**src/rtl/zigzag_buf.sv**
```systemverilog
// zigzag_buf: ping-pong 8x8 block buffer that accepts one row of 8 signed
// coefficients per cycle and emits them serially in JPEG zigzag order.
//
// Ports
//   clk        rising-edge clock for all state
//   reset      asynchronous, active-high; drops both blocks in flight
//   d[7:0]     one row of coefficients, d[c] is column c
//   d_cnt      row index (0..7) of d
//   d_valid    row on d is valid
//   d_hold     block cannot take a row this cycle (write buffer is full)
//   q          serial coefficient in zigzag order
//   q_idx      zigzag position k (0..63) of q
//   q_last     high when q_idx == 63
//   q_valid    q, q_idx, q_last are valid
//   q_hold     downstream stall
//   state_dbg  output FSM state (0 = IDLE, 1 = SEND)
//
// Handshakes: a row is taken on any rising edge where d_valid & ~d_hold; a
// coefficient is taken on any rising edge where q_valid & ~q_hold. While
// q_valid & q_hold the q-side outputs do not change.
module zigzag_buf #(
  parameter int DW = 15
) (
  input  logic                 clk,
  input  logic                 reset,
  input  logic signed [DW-1:0] d [7:0],
  input  logic [2:0]           d_cnt,
  input  logic                 d_valid,
  output logic                 d_hold,
  output logic signed [DW-1:0] q,
  output logic [5:0]           q_idx,
  output logic                 q_last,
  output logic                 q_valid,
  input  logic                 q_hold,
  output logic                 state_dbg
);

  typedef enum logic {IDLE = 1'b0, SEND = 1'b1} state_t;

  // Zigzag position k -> natural index 8*row+col.
  localparam logic [5:0] ZZ [64] = '{
    6'd0,  6'd1,  6'd8,  6'd16, 6'd9,  6'd2,  6'd3,  6'd10,
    6'd17, 6'd24, 6'd32, 6'd25, 6'd18, 6'd11, 6'd4,  6'd5,
    6'd12, 6'd19, 6'd26, 6'd33, 6'd40, 6'd48, 6'd41, 6'd34,
    6'd27, 6'd20, 6'd13, 6'd6,  6'd7,  6'd14, 6'd21, 6'd28,
    6'd35, 6'd42, 6'd49, 6'd56, 6'd57, 6'd50, 6'd43, 6'd36,
    6'd29, 6'd22, 6'd15, 6'd23, 6'd30, 6'd37, 6'd44, 6'd51,
    6'd58, 6'd59, 6'd52, 6'd45, 6'd38, 6'd31, 6'd39, 6'd46,
    6'd53, 6'd60, 6'd61, 6'd54, 6'd47, 6'd55, 6'd62, 6'd63
  };

  logic signed [DW-1:0] mem [2][64];
  logic [1:0]           full;
  logic                 wr_sel;
  logic                 rd_sel;
  state_t               state;

  logic                 wr_fire;
  logic                 wr_done;
  logic                 rd_fire;
  logic                 other_ready;
  logic [5:0]           k_next;

  // The write side only ever targets a non-full buffer, so d_hold is simply
  // the full flag of the buffer it points at.
  assign d_hold    = full[wr_sel];
  assign wr_fire   = d_valid & ~d_hold;
  assign wr_done   = wr_fire & (d_cnt == 3'd7);
  assign rd_fire   = q_valid & ~q_hold;
  assign k_next    = q_idx + 6'd1;
  assign state_dbg = (state == SEND);

  // The other buffer counts as ready if it is already full or is being
  // completed on this very edge, so a fill and a release on the same cycle
  // chain without a bubble. Its k=0 entry is row 0, written long before the
  // completing row 7, so reading it on the same edge is safe.
  assign other_ready = full[~rd_sel] | (wr_done & (wr_sel != rd_sel));

  // Buffer storage carries no reset; a discarded block is simply rewritten.
  always_ff @(posedge clk) begin
    if (wr_fire) begin
      for (int c = 0; c < 8; c++) begin
        mem[wr_sel][{d_cnt, 3'(c)}] <= d[c];
      end
    end
  end

  always_ff @(posedge clk or posedge reset) begin
    if (reset) begin
      full    <= 2'b00;
      wr_sel  <= 1'b0;
      rd_sel  <= 1'b0;
      state   <= IDLE;
      q       <= '0;
      q_idx   <= 6'd0;
      q_last  <= 1'b0;
      q_valid <= 1'b0;
    end else begin
      // Fill and release always touch different buffers.
      if (wr_done) begin
        full[wr_sel] <= 1'b1;
        wr_sel       <= ~wr_sel;
      end

      case (state)
        IDLE: begin
          if (full[rd_sel]) begin
            state   <= SEND;
            q_valid <= 1'b1;
            q_idx   <= 6'd0;
            q_last  <= 1'b0;
            q       <= mem[rd_sel][ZZ[0]];
          end
        end
        SEND: begin
          if (rd_fire) begin
            if (q_idx == 6'd63) begin
              full[rd_sel] <= 1'b0;
              rd_sel       <= ~rd_sel;
              q_idx        <= 6'd0;
              q_last       <= 1'b0;
              if (other_ready) begin
                q <= mem[~rd_sel][ZZ[0]];
              end else begin
                state   <= IDLE;
                q_valid <= 1'b0;
                q       <= '0;
              end
            end else begin
              q      <= mem[rd_sel][ZZ[k_next]];
              q_idx  <= k_next;
              q_last <= (k_next == 6'd63);
            end
          end
        end
        default: state <= IDLE;
      endcase
    end
  end

endmodule

```
**config.mk**
```make
export PLATFORM = sky130hd
export DESIGN_NAME = zigzag_buf
export DESIGN_NICKNAME = d
export VERILOG_FILES = /design/src/rtl/zigzag_buf.sv
export SDC_FILE = /design/constraint.sdc
export NUM_CORES = 2
export LEC_CHECK = 0
export BUFFER_PORTS_ARGS = -buffer_cell sky130_fd_sc_hd__buf_4
export CORE_ASPECT_RATIO = 2
export CORE_MARGIN = 4
export CORE_UTILIZATION = 35
export DETAILED_ROUTE_END_ITERATION = 8
export SETUP_SLACK_MARGIN = 0.3
export SLEW_MARGIN = 40
export SYNTH_ARGS = -nofsm -noshare
export SYNTH_HDL_FRONTEND = slang
export SYNTH_SLANG_ARGS = --single-unit
```
**constraint.sdc**
```tcl
create_clock -name clk -period 15.6 [get_ports clk]
set_input_delay 2.34 -clock clk [delete_from_list [all_inputs] [get_ports clk]]
set_output_delay 2.34 -clock clk [all_outputs]
set_load 0.01 [all_outputs]
```
**Word-level counts from Yosys, hierarchy flattened**

Memories as Yosys holds them, arrays and structs flattened.
Index checks and enable logic that the tools add are counted.

- Word-level logic and storage cells: 13,585
- Bits of input ports: 127
- ROM bits: 384
- RAM bits: 1,920
- Register bits: 28
- Memories kept: 2

- Equal/unequal tests: 8
- Add/sub/neg operators: 1
- Muxes and demuxes: 6,787
- Reductions and logical operators: 13
- Bitwise logic cells: 6,743
- Order comparisons: 23

Memories:

| name | words | bits a word | read ports | clocked after Yosys merged registers in | write ports | RTL line | RTL |
|---|---|---|---|---|---|---|---|
| mem | 2 | 960 | 2 | 0 | 1 | 52 | `logic signed [DW-1:0] mem [2][64];` |
| (no name shown) | 64 | 6 | 1 | 0 | 0 | 130 | `q <= mem[rd_sel][ZZ[k_next]];` |

Operator list:

| cell | count |
|---|---|
| 2-to-1 mux 960 bit | 8 |
| 2-to-1 mux 1 bit | 6,740 |
| bitwise OR 1 bit | 6,721 |
| demux 15 bit (select 6 bit) | 8 |
| 2-to-1 mux 15 bit | 14 |
| binary-select mux 15 bit (select 6 bit) | 1 |
| >= comparator 7 bit (second input constant) | 10 |
| NOT 6 -> 7 bit | 10 |
| < comparator 7 x 1 -> 1 bit (second input constant) | 8 |
| 2-to-1 mux 6 bit | 5 |
| one-hot mux 15 bit (2 select lines) | 1 |
| equality test 6 bit (second input constant) | 2 |
| one-hot mux 6 bit (2 select lines) | 1 |
| logical AND 1 bit | 10 |
| 2-to-1 mux 2 bit | 4 |
| adder 6 x 1 -> 6 bit (second input constant) | 1 |
| < comparator 1 x 2 -> 1 bit (second input constant) | 3 |
| one-hot mux 1 bit (2 select lines) | 3 |
| NOT 1 bit | 5 |
| bitwise AND 1 bit | 4 |
| != test 2 x 1 -> 1 bit (second input constant) | 2 |
| != test 2 bit (second input constant) | 2 |
| AND reduction 4 bit | 1 |
| equality test 3 bit (second input constant) | 1 |
| 8 further kinds | 10 |

**Logic depth before layout (Yosys ltp)**

- Word-level depth: 13
- Mapped depth: 19
- Depth with buffers taken out: 12

**Worst setup path before layout**

No wires, ideal clock.

- Path kind: input to register
- Start point: input port d_cnt[0]
- End point: memory mem[0][720] in the netlist's numbering (enable)
- Slack: 748 ps
- Arrival: 13,960 ps
- Required time: 14,707 ps
- Cell stages on the path: 3
- Path buffers: 1
- Path through: nand3_1 > clkbuf_1 > nor4_1

- Longest elaborated chain between the ends: 13
- Elaborated cells on any way between the ends: 63
- Classes of those cells: order compare: 16; mux: 24; bitwise: 15; reduce/logical: 8

Ends and longest elaborated chain:

| item | RTL line | RTL |
|---|---|---|
| from (decl) | 27 | `input logic [2:0] d_cnt,` |
| NOT 6 -> 7 bit (implied by the code) | 83 | `mem[wr_sel][{d_cnt, 3'(c)}] <= d[c];` |
| >= comparator 7 bit (implied by the code) / < comparator 7 x 1 -> 1 bit (equally long branches) | 83 |  |
| logical AND 1 bit (implied by the code) | 83 |  |
| 2-to-1 mux 15 bit (implied by the code) | 83 |  |
| demux 15 bit (select 6 bit) | 83 |  |
| 2-to-1 mux 960 bit (implied by the code) | 83 |  |
| bitwise OR 1 bit (no source line) (6 in a row) | - |  |
| bitwise OR 1 bit (no source line) * | - |  |
| to (decl) | 52 |  |

Mark *: on every way between the ends. The rest lies on a longest branch, timed or not.

**Worst setup path in the final report**

- Start point: register q_idx[0]
- End point: register q[3]

- Longest elaborated chain between the ends: 12
- Elaborated cells on any way between the ends: 13
- Classes of those cells: add/sub: 1; eq/ne: 1; mux: 8; bitwise: 2; memory: 1

Ends and longest elaborated chain:

| item | RTL line | RTL |
|---|---|---|
| from (decl) | 31 | `output logic [5:0] q_idx,` |
| from (signal assigned) | 131 | `q_idx <= k_next;` |
| adder 6 x 1 -> 6 bit | 70 | `assign k_next = q_idx + 6'd1;` |
| NOT 6 -> 7 bit (implied by the code) | 130 |  |
| memory read (64 x 6 bit) | - |  |
| 2-to-1 mux 6 bit (implied by the code) (2 in a row) | 130 |  |
| NOT 6 -> 7 bit (implied by the code) | 130 |  |
| binary-select mux 15 bit (select 6 bit) | 130 |  |
| 2-to-1 mux 15 bit (implied by the code) (2 in a row) | 130 |  |
| 2-to-1 mux 15 bit * | 117 | `if (q_idx == 6'd63) begin` |
| 2-to-1 mux 15 bit * | 116 | `if (rd_fire) begin` |
| one-hot mux 15 bit (2 select lines) * | 105 | `case (state)` |
| to (signal assigned) | 112 | `q <= mem[rd_sel][ZZ[0]];` |
| to (signal assigned) | 123 | `q <= mem[~rd_sel][ZZ[0]];` |
| to (signal assigned) | 130 |  |
| to (decl) | 30 | `output logic signed [DW-1:0] q,` |

Mark *: on every way between the ends. The rest lies on a longest branch, timed or not. The select of a mux whose other input is x is not followed.
A chain may end at the register's enable or synchronous reset.

==> impl_metrics.env <==
export IMPL_status="finished clean"
export IMPL_synth_fa_ha_area_share_pct=0.192
export IMPL_fp_dieW_um=356
export IMPL_wl_per_cell_um=30.9
export IMPL_cts_buffers=170
export IMPL_ctsResizeCount=0
export IMPL_synth_nets=5659
export IMPL_die_h_um=703
export IMPL_p_leak_nw=33.2
export IMPL_hold_slack_ps=562
export IMPL_ys_flop_type="edfxtp_1"
export IMPL_rsz0062_at_grt="false"
export IMPL_pin_count=152
export IMPL_crit_required_ps=16360
export IMPL_muxShareOfSynthArea_pct=12.0
export IMPL_critPathCaptureType="flop"
export IMPL_max_stage_delay_ps=780
export IMPL_reg2reg_slack_ps=7940
export IMPL_portBuffers=151
export IMPL_reg2reg_to="q[3]$_DFFE_PP0P_"
export IMPL_gp_congestion=0.866
export IMPL_cts_buffer_depth=4
export IMPL_fin_crit_sh_pct=49.1
export IMPL_final_common_cell="edfxtp_1"
export IMPL_critPathKind="flop to flop"
export IMPL_grt_max_degree=121
export IMPL_synth_top_family_by_area="multiplexers"
export IMPL_drt_initial_drc_count=4917
export IMPL_reg2reg_from="q_idx[0]$_DFFE_PP0P_"
export IMPL_path_cells="ha_1, ha_1, nor3b_1, o211ai_1, o311ai_0, o32a_2, buf_4, nand2_8, buf_12, buf_12, buf_4, mux4_2, o22ai_1, nor4_1, o22ai_1, o31ai_1"
export IMPL_overflow=0
export IMPL_switchingPower_w=0.00238
export IMPL_drt_total_wl_um=273000
export IMPL_p_sw_share_pct=22.1
export IMPL_rows=255
export IMPL_finalMaxSlewViolations=0
export IMPL_mostFrequentLayoutCells="edfxtp_1, nand2_1, a21o_1"
export IMPL_min_path_type="flop to flop"
export IMPL_clockRootBuffer="clkbuf_16"
export IMPL_p_clk_share_pct=38.6
export IMPL_viasPerCell=5.75
export IMPL_synthToLayoutAreaGrowth_pct=11.7
export IMPL_synth_seq_cells=1948
export IMPL_synthesis_area_mm2=0.0846
export IMPL_power_frac_seq_pct=55.6
export IMPL_synthXorXnorAreaFrac_pct=0.111
export IMPL_worstMarginPinSlew_ps=915
export IMPL_grt_pass1_vias=52400
export IMPL_yosys_warnings=0
export IMPL_ff2ff_path_depth=16
export IMPL_htree_levels=4
export IMPL_initial_core_util_pct=35.1
export IMPL_p_per_area_mw_per_mm2=114
export IMPL_nets=5610
export IMPL_worstHoldPathCells=1
export IMPL_dieArea_mm2=0.250
export IMPL_hp_start="q_valid$_DFFE_PP0P_"
export IMPL_clk_pin_slew_ps=70
export IMPL_slew_headroom_pct=37.4
export IMPL_synthSimpleGateAreaFrac_pct=7.30
export IMPL_path_max_fanout=112
export IMPL_cts_hold_fix_buffers=0
export IMPL_yosysSeqAreaShare_pct=69.0
export IMPL_final_area_mm2=0.0945
export IMPL_min_period_ps=7660
export IMPL_max_vdd_ir_drop_mv=0.0841
export IMPL_setup_tns_ps=0
export IMPL_p_comb_share_pct=5.8
export IMPL_syn_inst=5519
export IMPL_first_pass_iters=5
export IMPL_drc=0
export IMPL_clock_skew_ps=57.2
export IMPL_min_to="q_valid$_DFFE_PP0P_"
export IMPL_synth_compound_area_share_pct=8.32
export IMPL_grt_pass1_wl_um=383000
export IMPL_vias=50800
export IMPL_synth_cell_types=77
export IMPL_fin_total_pwr_w=0.0107
export IMPL_drive_above_1_share_pct=16.8
export IMPL_ant_nets=0
export IMPL_p_int_w=0.00836
export IMPL_antenna_found_initial=47
export IMPL_synth_edff_count=1920
export IMPL_clk_latency_ps=860
export IMPL_grt_usage_pct=21.4
export IMPL_finalHoldViolCount=0
export IMPL_detailed_place_hpwl_um=176000
export IMPL_setup_viol=0
export IMPL_start_kind="flop"
export IMPL_post_dp_cell_area_mm2=0.0890
export IMPL_crit_arrival_ps=8420
export IMPL_cts_setup_buffers=0
export IMPL_syn_avg_cell_area_um2=15.3
export IMPL_cts_sinks=1948
export IMPL_core_area_mm2=0.241
export IMPL_timing_final_ws_setup_ps=7940
export IMPL_cts_tree="built"
export IMPL_post_place_ws_ps=7950
export IMPL_maxCapViolations=0
export IMPL_cpMaxStageDelayCell="buf_4"
export IMPL_async_reset_ff_share_pct=1.44
export IMPL_max_freq_ghz=0.131
[cells in the mapped netlist (27+ instances only)]
library cell  instances  area (µm²)
nor3_1               31         155
o2111ai_1            42         368
mux2i_1             248        2480
a21oi_1              31         155
a21o_1              425        3190
o22ai_1             112         701
dfrtp_1              28         701
nand2_1            1092        4100
and2_1               27         169
mux4_2              339        7630
a2111oi_0            27         236
buf_4               125         938
clkbuf_1            268        1010
buf_2                48         240
nor2b_1              87         544
buf_1                50         188
edfxtp_1           1920       57700
nand3_1              73         365
nor2_1               95         357
o21ai_0              87         435
a221oi_1             58         508
[layout make-up]
| type | instances | area [µm²] |
|---|---|---|
| diodes | 37 | 92.6 |
| clock buffers | 233 | 4650 |
| clock inverters | 69 | 607 |
| fillers | 22100 | 146000 |
| inverters | 15 | 57.6 |
| multi-input cells | 3047 | 24100 |
| flip-flops and latches | 1948 | 58400 |
| well taps | 3212 | 4020 |
| repair buffers | 288 | 2640 |
[worst max-delay path by stage]
stage                    startpoint               endpoint  depth (start not counted)
6_report       q_idx[0]$_DFFE_PP0P_       q[3]$_DFFE_PP0P_                         16
4_1_cts        q_idx[0]$_DFFE_PP0P_       q[3]$_DFFE_PP0P_                         16
3_3_place_gp   q_idx[0]$_DFFE_PP0P_       q[3]$_DFFE_PP0P_                         16
2_1_floorplan              d_cnt[0]  mem[0][720]$_DFFE_PP_                          3
5_1_grt        q_idx[0]$_DFFE_PP0P_       q[3]$_DFFE_PP0P_                         16
3_5_place_dp   q_idx[0]$_DFFE_PP0P_       q[3]$_DFFE_PP0P_                         16
[stage by stage]
stage          std cells  util, %
6_report            8849     39.2
5_1_grt             8834     39.2
4_1_cts             8806     39.1
3_5_place_dp        8504     36.9
3_3_place_gp        8488     36.8
2_1_floorplan       5519        -
[registers in the layout, summed over array words and instances (netlist names)]
| register | cells |
|---|---|
| full | 2 |
| mem | 1920 |
| q | 15 |
| q_idx | 6 |
| q_last | 1 |
| q_valid | 1 |
| rd_sel | 1 |
| state_dbg | 1 |
| wr_sel | 1 |
[routing by layer]
metal,routed length [µm],vias up,track usage [%]
met5,92,-,0
met2,150000,2348,40.6
li1,-,21300,-
met3,17800,710,3.02
met1,86700,26500,22.1
met4,18600,12,13.0
[power groups by stage]
stage               Sequential [W]  Combinational (W)  Clock [W]
floorplan                  0.00611           0.000368          0
global route               0.00598           0.000660    0.00439
CTS                        0.00598           0.000616    0.00420
global placement           0.00609           0.000582          0
detailed placement         0.00609           0.000615          0
finish                     0.00598           0.000619    0.00415
[critical path, delay by kind of cell, from the launching register on]
family,cells,cell delay [ps]
flip-flops,1,760
multiplexers,1,350
AND/OR/NAND/NOR,3,1510
adder cells (fa/ha/maj),2,1010
AO/OA/AOI/OAI,6,1380
buffers and inverters,4,2280
[cells by family (layout without fill, tap and decap cells)]
family | count (synthesis) | count (layout)
adders and majority gates | 13 | 13
other | 0 | 37
buffers and inverters | 524 | 605
DFF | 1948 | 1948
xor gates and xnor gates | 6 | 6
muxes | 591 | 591
AOI/OAI and AO/OA | 957 | 957
and+or+nand+nor | 1480 | 1480
(Power assumes the default switching activity.)
